--- config.mk ---
export PLATFORM = sky130hd
export DESIGN_NAME = mmio_uart_tx
export DESIGN_NICKNAME = d
export VERILOG_FILES = /design/src/rtl/mmio_uart_tx.sv
export SDC_FILE = /design/constraint.sdc
export NUM_CORES = 1
export LEC_CHECK = 0
export ABC_AREA = 1
export CAP_MARGIN = 20
export CORE_ASPECT_RATIO = 0.6
export CORE_MARGIN = 3
export CORE_UTILIZATION = 45
export CTS_BUF_LIST = sky130_fd_sc_hd__clkbuf_4
export DETAILED_ROUTE_END_ITERATION = 12
export PLACE_DENSITY = 0.71
export SLEW_MARGIN = 5
export SYNTH_ARGS = -nofsm -noshare
export SYNTH_HDL_FRONTEND = slang
export SYNTH_SLANG_ARGS = --single-unit
--- constraint.sdc ---
create_clock -name clk -period 5.1 [get_ports clk]
set_input_delay 0.51 -clock clk [delete_from_list [all_inputs] [get_ports clk]]
set_output_delay 0.51 -clock clk [all_outputs]
set_load 0.01 [all_outputs]
--- src/rtl/mmio_uart_tx.sv ---
// ============================================================================
//  Module      : mmio_uart_tx
//  Description : Memory-mapped debug console transmitter. Stores to TX_ADDR
//                push a byte into a FIFO. A serialiser drains the FIFO onto
//                the tx pin, one start bit, eight data bits LSB first and one
//                stop bit. A status register at TX_ADDR+4 lets firmware poll
//                the FIFO before it stores.
//  Config      : Define UART_TX_PARITY_EN to insert an even-parity bit between
//                the data bits and the stop bit, giving an 11-bit frame.
//  Ports       : clk        system clock
//                rst        synchronous active-high reset
//                mem_addr   data-port byte address
//                mem_wdata  store data ([7:0] = byte, [3] on STATUS = clear)
//                mem_we     store strobe, one cycle per store
//                mem_re     load strobe
//                rdata      registered load data, valid the cycle after mem_re
//                tx         UART serial output, idle high
//                busy       serialiser is mid-frame
//                overflow   sticky flag, a store was dropped on a full FIFO
//  Revision    : 1.0 - initial release
// ============================================================================
`default_nettype none

module mmio_uart_tx #(
    parameter int          CLK_HZ     = 50_000_000,
    parameter int          BAUD       = 115200,
    parameter int          FIFO_DEPTH = 8,
    parameter logic [31:0] TX_ADDR    = 32'hFFFF_0000
) (
    input  logic        clk,
    input  logic        rst,
    input  logic [31:0] mem_addr,
    input  logic [31:0] mem_wdata,
    input  logic        mem_we,
    input  logic        mem_re,
    output logic [31:0] rdata,
    output logic        tx,
    output logic        busy,
    output logic        overflow
);

    localparam int c_DIV   = CLK_HZ / BAUD;
    localparam int c_PTR_W = $clog2(FIFO_DEPTH);
    localparam int c_CNT_W = c_PTR_W + 1;
    localparam int c_TMR_W = $clog2(c_DIV);

    localparam logic [c_TMR_W-1:0] c_TMR_LAST  = c_TMR_W'(c_DIV - 1);
    localparam logic [c_CNT_W-1:0] c_FULL_CNT  = c_CNT_W'(FIFO_DEPTH);
    localparam logic [31:0]        c_STAT_ADDR = TX_ADDR + 32'd4;

    localparam logic [2:0] c_S_IDLE   = 3'd0;
    localparam logic [2:0] c_S_START  = 3'd1;
    localparam logic [2:0] c_S_DATA   = 3'd2;
    localparam logic [2:0] c_S_STOP   = 3'd3;
`ifdef UART_TX_PARITY_EN
    localparam logic [2:0] c_S_PARITY = 3'd4;
`endif

    // ------------------------------------------------------------------
    // Registers
    // ------------------------------------------------------------------
    logic [7:0]         r_mem [FIFO_DEPTH];
    logic [c_PTR_W-1:0] r_wptr;
    logic [c_PTR_W-1:0] r_rptr;
    logic [c_CNT_W-1:0] r_count;
    logic               r_ovf;
    logic [31:0]        r_rdata;
    logic               r_tx;
    logic [2:0]         r_state;
    logic [c_TMR_W-1:0] r_tmr;
    logic [2:0]         r_bit;
    logic [7:0]         r_shift;

    // ------------------------------------------------------------------
    // Combinational signals
    // ------------------------------------------------------------------
    logic               w_full;
    logic               w_empty;
    logic               w_busy;
    logic               w_tx_sel;
    logic               w_st_sel;
    logic               w_push;
    logic               w_drop;
    logic               w_pop;
    logic               w_tmr_done;
    logic [2:0]         w_state_next;
    logic [c_TMR_W-1:0] w_tmr_next;
    logic [2:0]         w_bit_next;
    logic [7:0]         w_shift_next;
    logic               w_tx_next;
    logic [c_CNT_W-1:0] w_count_next;
    logic [31:0]        w_status;
    logic               w_unused;

    assign w_full   = (r_count == c_FULL_CNT);
    assign w_empty  = (r_count == '0);
    assign w_busy   = (r_state != c_S_IDLE);
    assign w_tx_sel = (mem_addr == TX_ADDR);
    assign w_st_sel = (mem_addr == c_STAT_ADDR);

    // Fullness is judged on the current count, so a store that arrives
    // while full is dropped even if the serialiser pops in the same cycle.
    assign w_push = mem_we && w_tx_sel && !w_full;
    assign w_drop = mem_we && w_tx_sel && w_full;

    assign w_status = {16'b0, 8'(r_count), 4'b0, r_ovf, w_full, w_empty, w_busy};

    // Only the low byte and the clear bit of the store data are meaningful.
    assign w_unused = ^mem_wdata[31:8];

    // ------------------------------------------------------------------
    // Serialiser next-state logic
    // ------------------------------------------------------------------
    assign w_tmr_done = (r_tmr == c_TMR_LAST);

    always_comb begin
        w_state_next = r_state;
        w_tmr_next   = r_tmr;
        w_bit_next   = r_bit;
        w_pop        = 1'b0;
        case (r_state)
            c_S_IDLE: begin
                w_tmr_next = '0;
                w_bit_next = '0;
                if (!w_empty) begin
                    w_pop        = 1'b1;
                    w_state_next = c_S_START;
                end
            end
            c_S_START: begin
                if (w_tmr_done) begin
                    w_tmr_next   = '0;
                    w_state_next = c_S_DATA;
                end else begin
                    w_tmr_next = r_tmr + c_TMR_W'(1);
                end
            end
            c_S_DATA: begin
                if (w_tmr_done) begin
                    w_tmr_next = '0;
                    if (r_bit == 3'd7) begin
`ifdef UART_TX_PARITY_EN
                        w_state_next = c_S_PARITY;
`else
                        w_state_next = c_S_STOP;
`endif
                    end else begin
                        w_bit_next = r_bit + 3'd1;
                    end
                end else begin
                    w_tmr_next = r_tmr + c_TMR_W'(1);
                end
            end
`ifdef UART_TX_PARITY_EN
            c_S_PARITY: begin
                if (w_tmr_done) begin
                    w_tmr_next   = '0;
                    w_state_next = c_S_STOP;
                end else begin
                    w_tmr_next = r_tmr + c_TMR_W'(1);
                end
            end
`endif
            c_S_STOP: begin
                if (w_tmr_done) begin
                    w_tmr_next   = '0;
                    w_state_next = c_S_IDLE;
                end else begin
                    w_tmr_next = r_tmr + c_TMR_W'(1);
                end
            end
            default: begin
                w_tmr_next   = '0;
                w_bit_next   = '0;
                w_state_next = c_S_IDLE;
            end
        endcase
    end

    assign w_shift_next = w_pop ? r_mem[r_rptr] : r_shift;

    // tx is registered from the level the *next* state will drive, so the
    // pin changes exactly on the state transition with no decode glitches.
    always_comb begin
        w_tx_next = 1'b1;
        case (w_state_next)
            c_S_START:  w_tx_next = 1'b0;
            c_S_DATA:   w_tx_next = w_shift_next[w_bit_next];
`ifdef UART_TX_PARITY_EN
            c_S_PARITY: w_tx_next = ^r_shift;
`endif
            default:    w_tx_next = 1'b1;
        endcase
    end

    always_comb begin
        w_count_next = r_count;
        case ({w_push, w_pop})
            2'b10:   w_count_next = r_count + c_CNT_W'(1);
            2'b01:   w_count_next = r_count - c_CNT_W'(1);
            default: w_count_next = r_count;
        endcase
    end

    // ------------------------------------------------------------------
    // State registers
    // ------------------------------------------------------------------
    always_ff @(posedge clk) begin
        if (rst) begin
            r_state <= c_S_IDLE;
            r_tmr   <= '0;
            r_bit   <= '0;
            r_shift <= '0;
            r_tx    <= 1'b1;
            r_wptr  <= '0;
            r_rptr  <= '0;
            r_count <= '0;
            r_ovf   <= 1'b0;
            r_rdata <= '0;
        end else begin
            r_state <= w_state_next;
            r_tmr   <= w_tmr_next;
            r_bit   <= w_bit_next;
            r_shift <= w_shift_next;
            r_tx    <= w_tx_next;
            r_count <= w_count_next;
            if (w_push) begin
                r_wptr <= r_wptr + c_PTR_W'(1);
            end
            if (w_pop) begin
                r_rptr <= r_rptr + c_PTR_W'(1);
            end
            // A dropped store in the same cycle as a clear keeps the flag set.
            if (w_drop) begin
                r_ovf <= 1'b1;
            end else if (mem_we && w_st_sel && mem_wdata[3]) begin
                r_ovf <= 1'b0;
            end
            r_rdata <= (mem_re && w_st_sel) ? w_status : 32'd0;
        end
    end

    // FIFO storage needs no reset: the pointers and count define validity.
    always_ff @(posedge clk) begin
        if (w_push) begin
            r_mem[r_wptr] <= mem_wdata[7:0];
        end
    end

    assign rdata    = r_rdata;
    assign tx       = r_tx;
    assign busy     = w_busy;
    assign overflow = r_ovf;

endmodule

`default_nettype wire

== Word level (Yosys, flattened, before mapping) ==
Memory sizes are Yosys's and may differ from the RTL's. A register that Yosys moved wholly into a read port is not among the register bits.
Cells that the tools add are included.
W data, S select, Z words.

* Bits in registers: 67
* Memory bits (writable): 64
* Input port bits: 68
* Output and inout port bits: 35
* Memories: 1

* $add $sub $neg: 6
* Magnitude comparators: 1
* Eq/ne operators: 12
* Mux-type cells: 22
* Bitwise operators: 2
* Reduce and logical (&&, ||, !) cells: 16

{| class="wikitable"
|+ Memory list
! memory !! depth !! bits a word !! read ports !! clocked after Yosys merged registers in !! write ports !! RTL line !! source
|-
| r_mem || 8 || 8 || 1 || 1 || 1 || 62 || <nowiki>logic [7:0] r_mem [FIFO_DEPTH];</nowiki>
|}

{| class="wikitable"
|+ Operators with widths
! cell !! number
|-
| $eq A32 B32 Y1 const B || 2
|-
| $mux W3 || 9
|-
| $pmux W3 S4 || 1
|-
| $add A3 B1 Y3 const B || 3
|-
| $add A9 B1 Y9 const B || 1
|-
| $eq A3 B2 Y1 const B || 3
|-
| $eq A9 B9 Y1 const B || 1
|-
| $mux W8 || 1
|-
| $pmux W4 S2 || 1
|-
| $mux W1 || 7
|-
| $eq A3 B1 Y1 const B || 2
|-
| $logic_and A1 B1 Y1 || 6
|-
| $pmux W3 S2 || 1
|-
| $reduce_or A3 Y1 || 2
|-
| $add A4 B1 Y4 const B || 1
|-
| $eq A4 B4 Y1 const B || 1
|-
| $logic_not A4 Y1 || 1
|-
| $lt A3 B4 Y1 const B || 1
|-
| $reduce_bool A2 Y1 || 2
|-
| $reduce_or A2 Y1 || 2
|-
| $sub A4 B1 Y4 const B || 1
|-
| $bmux W1 S3 || 1
|-
| $eq A3 B3 Y1 const B || 1
|-
| $logic_not A3 Y1 || 1
|-
| other kinds (6) || 7
|}

== Logic depth before layout (Yosys ltp) ==
Gate-level depths: netlist of run 1.

* Depth in word-level cells: 7
* Depth in mapped cells: 17

== Worst setup path after synthesis of run 1 ==
OpenSTA, ideal clock, no wires.

* Path kind: input port to flip-flop
* From: input port mem_addr[23]
* To: register r_count[2]
* Setup time: 0.115 ns
* Data arrival time: 2.323 ns
* Required time: 4.985 ns
* Path slack: 2.661 ns
* Stages: 12
* Buffers on the path: 0
* Cells stage by stage: nand4_1 > nor4_2 > nand3_1 > nor2_2 > inv_2 > ha_1 > xor2_1 > ha_1 > a21oi_1 > xor2_1 > o21ai_0 > inv_1

* Cells in the longest elaborated chain, start to end: 5

{| class="wikitable"
|+ Ends and longest elaborated chain
! element !! RTL line !! source
|-
| start, declared || 32 || <nowiki>input logic [31:0] mem_addr,</nowiki>
|-
| $eq A32 B32 Y1 (*) || 98 || <nowiki>assign w_tx_sel = (mem_addr == TX_ADDR);</nowiki>
|-
| $logic_and A1 B1 Y1 (*) (2 in series) || 103 || <nowiki>assign w_push = mem_we && w_tx_sel && !w_full;</nowiki>
|-
| $eq A2 B1 Y1 or $eq A2 B2 Y1 (tied branches) || 198 || <nowiki>case ({w_push, w_pop})</nowiki>
|-
| $pmux W4 S2 or $reduce_bool A2 Y1 (tied branches) || n/a ||
|-
| end signal, assigned || 226 || <nowiki>r_count <= w_count_next;</nowiki>
|-
| end, declared || 65 || <nowiki>logic [c_CNT_W-1:0] r_count;</nowiki>
|}

Every way passes the cells marked *; elsewhere a longest branch is shown, timed or not.
A chain may end at the register's enable or synchronous reset.

== Worst setup path after layout of run 1 ==
* From: input port mem_addr[23]
* To: memory r_mem[3][1] (enable)

* Cells in the longest elaborated chain, start to end: 5

{| class="wikitable"
|+ Ends and longest elaborated chain
! element !! RTL line !! source
|-
| $eq A32 B32 Y1 || 98 ||
|-
| $logic_and A1 B1 Y1 (2 in series) || 103 ||
|-
| $mux W1 || 245 || <nowiki>if (w_push) begin</nowiki>
|-
| $mux W1 (implied by the code) || 246 || <nowiki>r_mem[r_wptr] <= mem_wdata[7:0];</nowiki>
|-
| end, declared || 62 ||
|}

No other way between the ends.

==> impl_metrics.xml, run 1 <==
<?xml version="1.0" encoding="UTF-8"?>
<metrics>
  <group name="logic_synthesis">
    <metric name="postSynthRegisterBits" unit="">110</metric>
    <metric name="fraction_of_registers_with_async_set_reset" unit="%">0</metric>
    <metric name="yosysWarnings" unit="">0</metric>
    <metric name="synthTopCellsByArea" unit="">sky130_fd_sc_hd__edfxtp_1 38%, sky130_fd_sc_hd__dfxtp_1 18%, sky130_fd_sc_hd__nand2_1 8.8%</metric>
    <metric name="synthMostInstantiatedCell" unit="">sky130_fd_sc_hd__nand2_1</metric>
    <metric name="synth-seq-area-share" unit="%">56.2</metric>
    <metric name="synthesized_cell_area" unit="sq um">5050</metric>
    <metric name="synth_top_cell_area_share" unit="%">38.0</metric>
    <metric name="synthCells" unit="">547</metric>
    <metric name="synth_cell_type_count" unit="">40</metric>
    <metric name="synth.top_cells.by_count" unit="">118 x sky130_fd_sc_hd__nand2_1, 66 x sky130_fd_sc_hd__nor2_1, 64 x sky130_fd_sc_hd__edfxtp_1, 46 x sky130_fd_sc_hd__dfxtp_1</metric>
    <metric name="synthesis.area_per_instance" unit="sq um">9.24</metric>
    <metric name="synth-edff-count" unit="">64</metric>
    <metric name="synth_top_area_cell" unit="">sky130_fd_sc_hd__edfxtp_1</metric>
    <metric name="dominantRegCellSynth" unit="">sky130_fd_sc_hd__edfxtp_1</metric>
  </group>
  <group name="drt">
    <metric name="routed-via-count" unit="">3732</metric>
    <metric name="post-route-drc-count" unit="">0</metric>
    <metric name="detailed_router_iteration_count_before_antenna_repair" unit="">4</metric>
    <metric name="wirelength" unit="um">10100</metric>
    <metric name="detail-route-antenna-nets" unit="">0</metric>
    <metric name="drtIter0Drc" unit="">285</metric>
    <metric name="via_per_inst" unit="">5.02</metric>
    <metric name="wire_per_inst" unit="um">13.6</metric>
  </group>
  <group name="power_and_ir_drop">
    <metric name="leakage" unit="nW">2.22</metric>
    <metric name="power.share.combinational" unit="%">28.4</metric>
    <metric name="power_frac_clock" unit="%">22.6</metric>
    <metric name="share_seq_of_total_power" unit="%">49.0</metric>
    <metric name="power.internal" unit="mW">1.40</metric>
    <metric name="ir_drop" unit="V">0.000154</metric>
    <metric name="net-switching-power" unit="mW">0.717</metric>
    <metric name="netSwitchingFraction" unit="%">33.9</metric>
    <metric name="power_density_over_the_cells" unit="nW/um^2">365</metric>
  </group>
  <group name="grt">
    <metric name="grt_remaining_overflow" unit="">0</metric>
    <metric name="grt_max_degree" unit="">34</metric>
    <metric name="via_count_of_the_first_global_routing_pass" unit="">3454</metric>
    <metric name="grt_pass1_wl" unit="um">16600</metric>
    <metric name="number_of_antenna_violations_at_the_first_check_in_global_routing" unit="">0</metric>
    <metric name="grt_util_all_layers" unit="%">16.9</metric>
  </group>
  <group name="finish">
    <metric name="final_layout_size_suffix_gt1_share" unit="%">11.2</metric>
    <metric name="nNetsFinal" unit="">676</metric>
    <metric name="fillCellCount" unit="">948</metric>
    <metric name="num_antenna_cells" unit="">0</metric>
    <metric name="final_cell_count_no_fill" unit="">744</metric>
    <metric name="syn_to_final_growth" unit="%">14.8</metric>
  </group>
  <group name="clock_tree">
    <metric name="worst_setup_hold_path_clk_slew" unit="ps">160</metric>
    <metric name="hold_buffers" unit="">0</metric>
    <metric name="cts.sinks" unit="">110</metric>
    <metric name="post_cts_resized" unit="">0</metric>
    <metric name="cts_root_buffer" unit="">sky130_fd_sc_hd__clkbuf_4</metric>
    <metric name="insertion_delay" unit="ps">450</metric>
    <metric name="post_cts.repair.setup_buffers" unit="">0</metric>
    <metric name="numCtsBuffers" unit="">9</metric>
    <metric name="cts-htree-levels" unit="">3</metric>
    <metric name="cts_tree" unit="">yes</metric>
    <metric name="clockBufferDepth" unit="">2</metric>
  </group>
  <group name="timing">
    <metric name="period_minus_slack" unit="ps">2780</metric>
    <metric name="tns" unit="ps">0</metric>
    <metric name="final_report_hold_violation_count" unit="">0</metric>
    <metric name="clock-skew-final" unit="ps">12.8</metric>
    <metric name="timing.final.setup_violations" unit="">0</metric>
    <metric name="grt_setup_unrepaired" unit="">false</metric>
    <metric name="fmax_achieved" unit="MHz">359</metric>
    <metric name="report.final.slew_viol_count" unit="">0</metric>
    <metric name="fin_crit_sh" unit="%">54.6</metric>
    <metric name="timing.max_slew.rel_slack" unit="%">29.7</metric>
    <metric name="worst_slew_pin_slew" unit="ps">1050</metric>
  </group>
  <group name="setup_path">
    <metric name="r2r_slack" unit="ps">2820</metric>
    <metric name="worst-endpoint-required" unit="ps">5180</metric>
    <metric name="startpoint_type" unit="">input port</metric>
    <metric name="worst-r2r-cell-count" unit="">14</metric>
    <metric name="worst-setup-path-type" unit="">input port to flip-flop</metric>
    <metric name="end_kind" unit="">flip-flop</metric>
    <metric name="worst_ep_arrival_time" unit="ps">2870</metric>
    <metric name="setup.worst_path.start" unit="">mem_addr[23]</metric>
    <metric name="path_max_fanout" unit="">8</metric>
    <metric name="worst_path_largest_cell_delay" unit="ps">830</metric>
    <metric name="timing.rr.end" unit="">tx</metric>
    <metric name="critical_path.slowest_cell" unit="">sky130_fd_sc_hd__nor3_2</metric>
    <metric name="critical_path.cell_chain" unit="">clkdlybuf4s50_1 &gt; nand4_1 &gt; nor4_2 &gt; nand3_1 &gt; nor2_2 &gt; nand2_1 &gt; nor3_2</metric>
  </group>
  <group name="floorplan">
    <metric name="floorplan.initialDensity" unit="%">47.1</metric>
    <metric name="die_h" unit="um">88.1</metric>
    <metric name="die-width" unit="um">143</metric>
    <metric name="fp-row-count" unit="">29</metric>
    <metric name="boundaryPins" unit="">103</metric>
    <metric name="core_area" unit="sq um">10700</metric>
    <metric name="die_area" unit="sq um">12600</metric>
  </group>
  <group name="placement">
    <metric name="place.detailed.hpwl" unit="um">7060</metric>
    <metric name="post-place-cells" unit="">728</metric>
    <metric name="gp_congestion" unit="">0.826</metric>
    <metric name="numPortBuffers" unit="">54</metric>
  </group>
  <group name="min_path">
    <metric name="worst_hold_startpoint" unit="">r_rptr[2]</metric>
    <metric name="min_path_type" unit="">flip-flop to flip-flop</metric>
    <metric name="worstHoldPathCells" unit="">1</metric>
  </group>
  <group name="outcome">
    <metric name="run_status" unit="">complete, no violations</metric>
  </group>
  <group name="run">
    <metric name="drv_cap" unit="">0</metric>
  </group>
</metrics>
## per-layer routing
layer  track usage, %  share of wire [%]  up-vias
met5                0                  0        -
met4             4.40               0.53        0
met3             4.53                7.0        6
met2             27.1                 46      130
met1             22.9                 47     1725
li1                 -                  -     1871
## cell usage in the layout, fill, tap and decap left out, drive strengths merged, types with 4 or more instances in the layout
master / instances
conb: 25
xor2: 4
ha: 8
clkbuf: 9
dfxtp: 46
nand2: 124
o21ai: 26
a21oi: 22
nor2: 71
nor3: 13
nand4: 12
clkdlybuf4s50: 54
inv: 58
nand3: 48
edfxtp: 64
## stage by stage
stage / power [mW] / hold slack (ps) / instance area (sq um) / setup slack (ps) / util (%)
6_report: 2.12 / 469 / 5800 / 2320 / 54.0
2_1_floorplan: 1.54 / 412 / 5140 / 2660 / -
3_5_place_dp: 1.66 / 451 / 5640 / 1870 / 52.5
5_1_grt: 2.26 / 499 / 5800 / 2210 / 54.0
4_1_cts: 2.14 / 479 / 5800 / 2390 / 54.0
3_3_place_gp: 1.64 / 428 / 5640 / 1960 / 52.5
## critical path: cells and delay by family
kind / cells / cell delay [ps]
buffers and inverters: 1 / 460
AND/OR/NAND/NOR: 6 / 1900
## kinds of logic (layout without fill, tap and decap cells)
kind of cell             count (synthesis)  count (layout)  synth area share [%]
AND/OR/NAND/NOR                        275             275                  25.6
adder cells (fa/ha/maj)                  8               8                  1.98
XOR/XNOR                                 5               5                 0.866
buffers and inverters                   95             129                  9.60
other                                    1              25                0.0742
AO/OA/AOI/OAI                           53              53                  5.67
flip-flops                             110             110                  56.2
## sequential cells by signal, indices dropped and copies added (netlist names), named ones only
signal / cells
r_bit: 3
r_tmr: 9
overflow: 1
r_shift: 8
r_mem: 64
tx: 1
r_state: 3
r_wptr: 3
rdata: 8
r_count: 4
r_rptr: 3
## how the worst max path moves through the flow
| stage | endpoint |
|---|---|
| 5_1_grt | r_mem[3][1] |
| 3_5_place_dp | r_mem[3][7] |
| 2_1_floorplan | r_count[2] |
| 6_report | r_mem[3][1] |
| 3_3_place_gp | r_mem[1][5] |
| 4_1_cts | r_mem[3][1] |
## power groups by stage
| stage | clock network (mW) | logic (mW) | registers (mW) |
|---|---|---|---|
| final | 0.479 | 0.601 | 1.04 |
| after global placement | 0 | 0.583 | 1.05 |
| after CTS | 0.496 | 0.603 | 1.04 |
| after floorplan | 0 | 0.506 | 1.03 |
| after detailed placement | 0 | 0.599 | 1.06 |
| after global routing | 0.526 | 0.686 | 1.05 |
## area by class of cell
type,count,area [sq um],area share (%)
clock buffer,9,67.6,1.16
clock inverter,7,95.1,1.64
inverter,56,213,3.67
multi-input combinational,366,1850,31.8
sequential,110,2840,49.0
tap,139,174,3.00
timing repair buffer,57,563,9.70
Power figures use the tool's default switching activity.
==> run 2, diff against run 1 <==
==> constraint.sdc (replaced) <==
create_clock -name clk -period 2.9 [get_ports clk]
set_input_delay 0.29 -clock clk [delete_from_list [all_inputs] [get_ports clk]]
set_output_delay 0.29 -clock clk [all_outputs]
set_load 0.01 [all_outputs]
==> run 2 against run 1 <==
Effect of this change:
- clock skew about the same
- hold slack lost 11 ps
- flip-flop and latch count is the same
- final cell count rose by 1.3%
- utilization increased by 0.13 points
- sequential power rose by 73%
- register-to-register slack got worse by 2100 ps
- global-route usage decreased by 0.24 points
- wire length fell by 2.0%
- first-iteration DRC count rose by 2.1%
- largest cell class unchanged
==> impl_metrics.xml, run 2 (synthesis gave the netlist of run 1 again) <==
<?xml version="1.0" encoding="UTF-8"?>
<metrics>
  <group name="drt">
    <metric name="wire_per_inst" unit="um">13.1</metric>
    <metric name="wirelength" unit="um">9890</metric>
    <metric name="routed-via-count" unit="">3712</metric>
    <metric name="detail-route-antenna-nets" unit="">0</metric>
    <metric name="drtIter0Drc" unit="">291</metric>
    <metric name="detailed_router_iteration_count_before_antenna_repair" unit="">5</metric>
    <metric name="via_per_inst" unit="">4.92</metric>
    <metric name="post-route-drc-count" unit="">0</metric>
  </group>
  <group name="clock_tree">
    <metric name="post_cts.repair.setup_buffers" unit="">0</metric>
    <metric name="post_cts_resized" unit="">0</metric>
    <metric name="worst_setup_hold_path_clk_slew" unit="ps">170</metric>
    <metric name="numCtsBuffers" unit="">9</metric>
    <metric name="cts_root_buffer" unit="">sky130_fd_sc_hd__clkbuf_4</metric>
    <metric name="cts_tree" unit="">yes</metric>
    <metric name="insertion_delay" unit="ps">460</metric>
    <metric name="cts.sinks" unit="">110</metric>
    <metric name="hold_buffers" unit="">0</metric>
    <metric name="clockBufferDepth" unit="">2</metric>
    <metric name="cts-htree-levels" unit="">3</metric>
  </group>
  <group name="setup_path">
    <metric name="worst-setup-path-type" unit="">input port to flip-flop</metric>
    <metric name="worst-r2r-cell-count" unit="">11</metric>
    <metric name="worst-endpoint-required" unit="ps">3280</metric>
    <metric name="path_max_fanout" unit="">5</metric>
    <metric name="r2r_start" unit="">r_count[1]</metric>
    <metric name="setup.worst_path.start" unit="">mem_addr[23]</metric>
    <metric name="critical_path.slowest_cell" unit="">sky130_fd_sc_hd__clkdlybuf4s50_1</metric>
    <metric name="critical_path.endpoint" unit="">r_count[2]</metric>
    <metric name="worst_path_largest_cell_delay" unit="ps">450</metric>
    <metric name="critical_path.cell_chain" unit="">clkdlybuf4s50_1 &gt; nand4_1 &gt; nor4_2 &gt; nand3_1 &gt; nor2_2 &gt; inv_2 &gt; ha_1 &gt; xor2_1 &gt; ha_1 &gt; a21oi_1 &gt; xor2_1 &gt; o21ai_0 &gt; inv_1</metric>
    <metric name="end_kind" unit="">flip-flop</metric>
    <metric name="timing.rr.end" unit="">r_count[2]</metric>
    <metric name="r2r_slack" unit="ps">750</metric>
    <metric name="startpoint_type" unit="">input port</metric>
    <metric name="worst_ep_arrival_time" unit="ps">2600</metric>
  </group>
  <group name="finish">
    <metric name="num_antenna_cells" unit="">0</metric>
    <metric name="reg_top3" unit="">r_mem (64), r_tmr (9)</metric>
    <metric name="top_register" unit="">r_mem</metric>
    <metric name="nNetsFinal" unit="">686</metric>
    <metric name="layout.cells.most_common" unit="">sky130_fd_sc_hd__nand2_1</metric>
    <metric name="syn_to_final_growth" unit="%">15.0</metric>
    <metric name="fin_util" unit="%">54.1</metric>
    <metric name="fillCellCount" unit="">912</metric>
    <metric name="final_cell_count_no_fill" unit="">754</metric>
    <metric name="layout.cells.most_common_list" unit="">118 x sky130_fd_sc_hd__nand2_1, 66 x sky130_fd_sc_hd__nor2_1, 64 x sky130_fd_sc_hd__edfxtp_1</metric>
    <metric name="stdcell_area" unit="sq um">5820</metric>
    <metric name="final_layout_size_suffix_gt1_share" unit="%">11.7</metric>
    <metric name="number_of_flip_flops_under_the_largest_register_name" unit="">64</metric>
  </group>
  <group name="timing">
    <metric name="tns" unit="ps">0</metric>
    <metric name="setup_ws" unit="ps">680</metric>
    <metric name="clock-skew-final" unit="ps">13.3</metric>
    <metric name="final_report_hold_violation_count" unit="">0</metric>
    <metric name="fmax_achieved" unit="MHz">450</metric>
    <metric name="fin_crit_sh" unit="%">76.6</metric>
    <metric name="report.final.slew_viol_count" unit="">0</metric>
    <metric name="timing.max_slew.rel_slack" unit="%">64.6</metric>
    <metric name="period_minus_slack" unit="ps">2220</metric>
    <metric name="grt_setup_unrepaired" unit="">false</metric>
    <metric name="whs" unit="ps">458</metric>
    <metric name="timing.final.setup_violations" unit="">0</metric>
    <metric name="worst_slew_pin_slew" unit="ps">531</metric>
  </group>
  <group name="grt">
    <metric name="grt_pass1_wl" unit="um">16400</metric>
    <metric name="via_count_of_the_first_global_routing_pass" unit="">3470</metric>
    <metric name="grt_max_degree" unit="">33</metric>
    <metric name="grt_remaining_overflow" unit="">0</metric>
    <metric name="number_of_antenna_violations_at_the_first_check_in_global_routing" unit="">0</metric>
    <metric name="grt_util_all_layers" unit="%">16.6</metric>
  </group>
  <group name="floorplan">
    <metric name="fp-row-count" unit="">29</metric>
    <metric name="boundaryPins" unit="">103</metric>
    <metric name="die-width" unit="um">143</metric>
    <metric name="core_area" unit="sq um">10700</metric>
    <metric name="floorplan.initialDensity" unit="%">47.1</metric>
    <metric name="die_area" unit="sq um">12600</metric>
    <metric name="die_h" unit="um">88.1</metric>
  </group>
  <group name="power_and_ir_drop">
    <metric name="power_density_over_the_cells" unit="nW/um^2">619</metric>
    <metric name="leakage" unit="nW">2.25</metric>
    <metric name="totalPowerFinal" unit="mW">3.60</metric>
    <metric name="ir_drop" unit="V">0.000282</metric>
  </group>
  <group name="placement">
    <metric name="place.detailed.hpwl" unit="um">7020</metric>
    <metric name="numPortBuffers" unit="">54</metric>
    <metric name="gp_congestion" unit="">0.826</metric>
    <metric name="preCtsSetupSlack" unit="ps">159</metric>
    <metric name="dpl-instance-area" unit="sq um">5680</metric>
    <metric name="post-place-cells" unit="">738</metric>
  </group>
  <group name="outcome">
    <metric name="run_status" unit="">complete, no violations</metric>
  </group>
  <group name="run">
    <metric name="drv_cap" unit="">0</metric>
  </group>
  <group name="min_path">
    <metric name="min_path_type" unit="">flip-flop to flip-flop</metric>
  </group>
</metrics>
-- run 2: changes by cell type in the layout (fill, tap and decap cells not counted), moves of 2 or more --
cell / before / now
sky130_fd_sc_hd__clkinv_4: 1 / 3
sky130_fd_sc_hd__inv_6: 1 / 3
sky130_fd_sc_hd__bufinv_16: 2 / 0
sky130_fd_sc_hd__nor3_1: 6 / 12
sky130_fd_sc_hd__buf_4: 3 / 13
sky130_fd_sc_hd__nor3_2: 6 / 0
-- run 2: area by class of cell --
class                   count  area, sq um  area share [%]
repair buffers             67          638            11.0
clock buffers               9         67.6            1.16
multi-input cells         366         1820            31.2
well taps                 139          174            2.99
clock inverters             7         63.8            1.10
inverters                  56          213            3.66
flip-flops and latches    110         2840            48.9
-- run 2: power by group --
part	internal, mW	switching [mW]
clock	0.197	0.520
sequential	1.73	0.0638
combinational	0.380	0.706
total	2.31	1.29
-- run 2: how the worst min path moves through the flow --
stage	from	to	depth (start not counted)
finish	r_rptr[2]	flip-flop	1
global route	r_rptr[2]	flip-flop	1
CTS	r_rptr[2]	flip-flop	1
detailed placement	r_rptr[2]	r_rptr[2]	1
global placement	r_rptr[2]	r_rptr[2]	1
floorplan	mem_wdata[0]	r_mem[0][0]	0
-- run 2: critical path, delay by kind of cell --
| kind | cells | cell delay, ps |
|---|---|---|
| buf+inv | 3 | 580 |
| xor+xnor | 2 | 390 |
| compound gates | 2 | 200 |
| simple gates | 4 | 700 |
| fa+ha+maj | 2 | 430 |
-- run 2: routing by layer --
metal / share of wire, % / global-route usage, % / vias to the layer above
li1: - / - / 1893
met1: 45 / 22.4 / 1683
met2: 47 / 27.1 / 127
met3: 7.3 / 4.53 / 9
met4: 0.90 / 3.88 / 0
met5: 0 / 0 / -
==> run 3, diff against run 2 <==
==> constraint.sdc (replaced) <==
create_clock -name clk -period 2.2 [get_ports clk]
set_input_delay 0.22 -clock clk [delete_from_list [all_inputs] [get_ports clk]]
set_output_delay 0.22 -clock clk [all_outputs]
set_load 0.01 [all_outputs]
==> run 3 against run 2 <==
Effect of this change:
- setup slack worse by 540 ps
- clock power is 18% higher
- die area is the same
- final cell count grew 0.93%
- clock skew is 1.8 ps lower
- hold slack worse by 14 ps
- global-route usage grew 1.3 points
- total power grew 33%
- register-to-register slack worse by 550 ps
- utilization grew 0.58 points
- wire length rose by 8.7%
- non-clock buffer count grew 7
- highest routed layer unchanged
==> impl_metrics.xml, run 3 (synthesis gave the netlist of run 1 again) <==
<?xml version="1.0" encoding="UTF-8"?>
<metrics>
  <group name="setup_path">
    <metric name="r2r_slack" unit="ps">200</metric>
    <metric name="end_kind" unit="">flip-flop</metric>
    <metric name="worst_path_largest_cell_delay" unit="ps">450</metric>
    <metric name="worst_ep_arrival_time" unit="ps">2430</metric>
    <metric name="cp_top_family" unit="">simple AND/OR/NAND/NOR gates</metric>
    <metric name="worst-r2r-cell-count" unit="">11</metric>
    <metric name="path_max_fanout" unit="">3</metric>
    <metric name="worst-endpoint-required" unit="ps">2570</metric>
    <metric name="r2r_start" unit="">r_count[1]</metric>
    <metric name="timing.critical_path.depth" unit="">13</metric>
    <metric name="startpoint_type" unit="">input port</metric>
    <metric name="critical_path.slowest_cell" unit="">sky130_fd_sc_hd__clkdlybuf4s50_1</metric>
    <metric name="setup.worst_path.start" unit="">mem_addr[27]</metric>
    <metric name="timing.rr.end" unit="">r_count[3]</metric>
    <metric name="critPathBufInv" unit="">3</metric>
    <metric name="critical_path.cell_chain" unit="">clkdlybuf4s50_1 &gt; nand4_1 &gt; nor4_2 &gt; nand3_1 &gt; nor2_2 &gt; inv_2 &gt; ha_4 &gt; xor2_2 &gt; ha_2 &gt; a21oi_2 &gt; xor2_1 &gt; o21ai_1 &gt; inv_1</metric>
    <metric name="critical_path.endpoint" unit="">r_count[2]</metric>
    <metric name="worst-setup-path-type" unit="">input port to flip-flop</metric>
  </group>
  <group name="drt">
    <metric name="wire_per_inst" unit="um">14.1</metric>
    <metric name="via_per_inst" unit="">5.02</metric>
    <metric name="detail-route-antenna-nets" unit="">0</metric>
    <metric name="routed-via-count" unit="">3819</metric>
    <metric name="wirelength" unit="um">10800</metric>
    <metric name="post-route-drc-count" unit="">0</metric>
    <metric name="detailed_router_iteration_count_before_antenna_repair" unit="">5</metric>
    <metric name="drtIter0Drc" unit="">255</metric>
  </group>
  <group name="floorplan">
    <metric name="die-width" unit="um">143</metric>
    <metric name="floorplan.initialDensity" unit="%">47.1</metric>
    <metric name="die_h" unit="um">88.1</metric>
    <metric name="boundaryPins" unit="">103</metric>
    <metric name="fp-row-count" unit="">29</metric>
    <metric name="core_area" unit="sq um">10700</metric>
    <metric name="die_area" unit="sq um">12600</metric>
  </group>
  <group name="grt">
    <metric name="via_count_of_the_first_global_routing_pass" unit="">3692</metric>
    <metric name="grt.met3_usage" unit="%">3.93</metric>
    <metric name="global_route.usage.met1" unit="%">24.0</metric>
    <metric name="grt_remaining_overflow" unit="">0</metric>
    <metric name="gr-max-usage-layer" unit="">met2</metric>
    <metric name="grt_max_degree" unit="">33</metric>
    <metric name="grt_util_all_layers" unit="%">17.9</metric>
    <metric name="globalRouteMet2Util" unit="%">28.9</metric>
    <metric name="grt_pass1_wl" unit="um">17500</metric>
    <metric name="number_of_antenna_violations_at_the_first_check_in_global_routing" unit="">0</metric>
  </group>
  <group name="timing">
    <metric name="report.final.slew_viol_count" unit="">0</metric>
    <metric name="setup_ws" unit="ps">144</metric>
    <metric name="final_report_hold_violation_count" unit="">0</metric>
    <metric name="worst_slew_pin_slew" unit="ps">519</metric>
    <metric name="timing.max_slew.rel_slack" unit="%">65.3</metric>
    <metric name="fmax_achieved" unit="MHz">486</metric>
    <metric name="timing.final.setup_violations" unit="">0</metric>
    <metric name="fin_crit_sh" unit="%">93.5</metric>
    <metric name="period_minus_slack" unit="ps">2060</metric>
    <metric name="clock-skew-final" unit="ps">11.5</metric>
  </group>
  <group name="power_and_ir_drop">
    <metric name="net-switching-power" unit="mW">1.70</metric>
    <metric name="power.share.combinational" unit="%">32.5</metric>
    <metric name="ir_drop" unit="V">0.000314</metric>
    <metric name="netSwitchingFraction" unit="%">35.4</metric>
    <metric name="power_density_over_the_cells" unit="nW/um^2">815</metric>
    <metric name="leakage" unit="nW">2.26</metric>
    <metric name="power.internal" unit="mW">3.09</metric>
    <metric name="totalPowerFinal" unit="mW">4.79</metric>
    <metric name="power_frac_clock" unit="%">17.7</metric>
    <metric name="share_seq_of_total_power" unit="%">49.8</metric>
  </group>
  <group name="finish">
    <metric name="fillCellCount" unit="">948</metric>
    <metric name="top_register" unit="">r_mem</metric>
    <metric name="stdcell_area" unit="sq um">5880</metric>
    <metric name="syn_to_final_growth" unit="%">16.3</metric>
    <metric name="number_of_flip_flops_under_the_largest_register_name" unit="">64</metric>
    <metric name="layout.cells.most_common" unit="">sky130_fd_sc_hd__nand2_1</metric>
    <metric name="final_layout_size_suffix_gt1_share" unit="%">13.4</metric>
    <metric name="layout.cells.most_common_list" unit="">118 x sky130_fd_sc_hd__nand2_1, 65 x sky130_fd_sc_hd__nor2_1, 64 x sky130_fd_sc_hd__edfxtp_1</metric>
    <metric name="nNetsFinal" unit="">693</metric>
    <metric name="reg_top3" unit="">r_mem (64), r_tmr (9)</metric>
    <metric name="fin_util" unit="%">54.7</metric>
  </group>
  <group name="outcome">
    <metric name="run_status" unit="">complete, no violations</metric>
  </group>
  <group name="clock_tree">
    <metric name="post_cts.repair.setup_buffers" unit="">0</metric>
    <metric name="insertion_delay" unit="ps">460</metric>
    <metric name="cts.sinks" unit="">110</metric>
    <metric name="cts_tree" unit="">yes</metric>
    <metric name="numCtsBuffers" unit="">9</metric>
    <metric name="worst_setup_hold_path_clk_slew" unit="ps">150</metric>
    <metric name="cts-htree-levels" unit="">3</metric>
    <metric name="cts_root_buffer" unit="">sky130_fd_sc_hd__clkbuf_4</metric>
    <metric name="clockBufferDepth" unit="">2</metric>
  </group>
  <group name="placement">
    <metric name="gp_congestion" unit="">0.811</metric>
    <metric name="preCtsSetupSlack" unit="ps">-504</metric>
    <metric name="place.detailed.hpwl" unit="um">7570</metric>
    <metric name="dpl-instance-area" unit="sq um">5740</metric>
    <metric name="numPortBuffers" unit="">54</metric>
  </group>
  <group name="min_path">
    <metric name="min_path_type" unit="">flip-flop to flip-flop</metric>
  </group>
  <group name="run">
    <metric name="drv_cap" unit="">0</metric>
  </group>
</metrics>
-- run 3: worst reg2reg max path, cell delays in order, from the launching register on --
cell,delay (ps)
sky130_fd_sc_hd__dfxtp_1,480
sky130_fd_sc_hd__inv_2,90
sky130_fd_sc_hd__nand3_4,120
sky130_fd_sc_hd__nor2_4,50
sky130_fd_sc_hd__nor2_8,100
sky130_fd_sc_hd__buf_4,270
sky130_fd_sc_hd__ha_1,270
sky130_fd_sc_hd__nand3_1,120
sky130_fd_sc_hd__a21oi_2,150
sky130_fd_sc_hd__nand2_1,80
sky130_fd_sc_hd__o21ai_1,130
sky130_fd_sc_hd__a21oi_1,50
-- run 3: final cells by class --
cell class                      count  area (sq um)  area share (%)
Clock inverter                      5          26.3           0.447
Inverter                           56           213            3.62
Timing Repair Buffer               74           691            11.7
Sequential cell                   110          2840            48.4
Antenna cell                        1          2.50          0.0426
Clock buffer                       10          75.1            1.28
Tap cell                          139           174            2.96
Multi-Input combinational cell    366          1850            31.5
-- run 3: power by group through the flow --
stage               clock [mW]  combinational [mW]  sequential [mW]
global placement             0                1.45             2.42
detailed placement           0                1.51             2.43
global route             0.951                1.76             2.40
floorplan                    0                1.17             2.40
CTS                      0.876                1.51             2.38
finish                   0.847                1.56             2.38
-- run 3: repair_timing --
| item | CTS | global route |
|---|---|---|
| setup endpoints to repair | 0 | 3 |
| hold buffers | 0 | 0 |
| gates resized for setup | 0 | 10 |
-- run 3: per-stage QoR --
step	std cells	setup TNS, ps	hold WS (ps)
3_5_place_dp	745	-11680	433
6_report	761	0	445
5_1_grt	760	-20.8	450
4_1_cts	760	0	432
3_3_place_gp	745	-6850	427
2_1_floorplan	571	0	319
-- run 3: per-layer routing --
| metal | routed length, um | vias up |
|---|---|---|
| li1 | - | 1904 |
| met5 | 0 | - |
| met2 | 4820 | 160 |
| met4 | 155 | 0 |
| met1 | 5040 | 1741 |
| met3 | 737 | 14 |
-- run 3: how the worst min path moves through the flow --
stage,slack (ps),startpoint,depth (start not counted),end
2_1_floorplan,320,mem_wdata[0],0,r_mem[0][0]
3_3_place_gp,430,r_rptr[2],1,r_rptr[2]
3_5_place_dp,430,r_rptr[2],1,r_rptr[2]
4_1_cts,430,mem_we,4,overflow
5_1_grt,450,mem_we,4,overflow
6_report,440,r_rptr[2],1,flip-flop
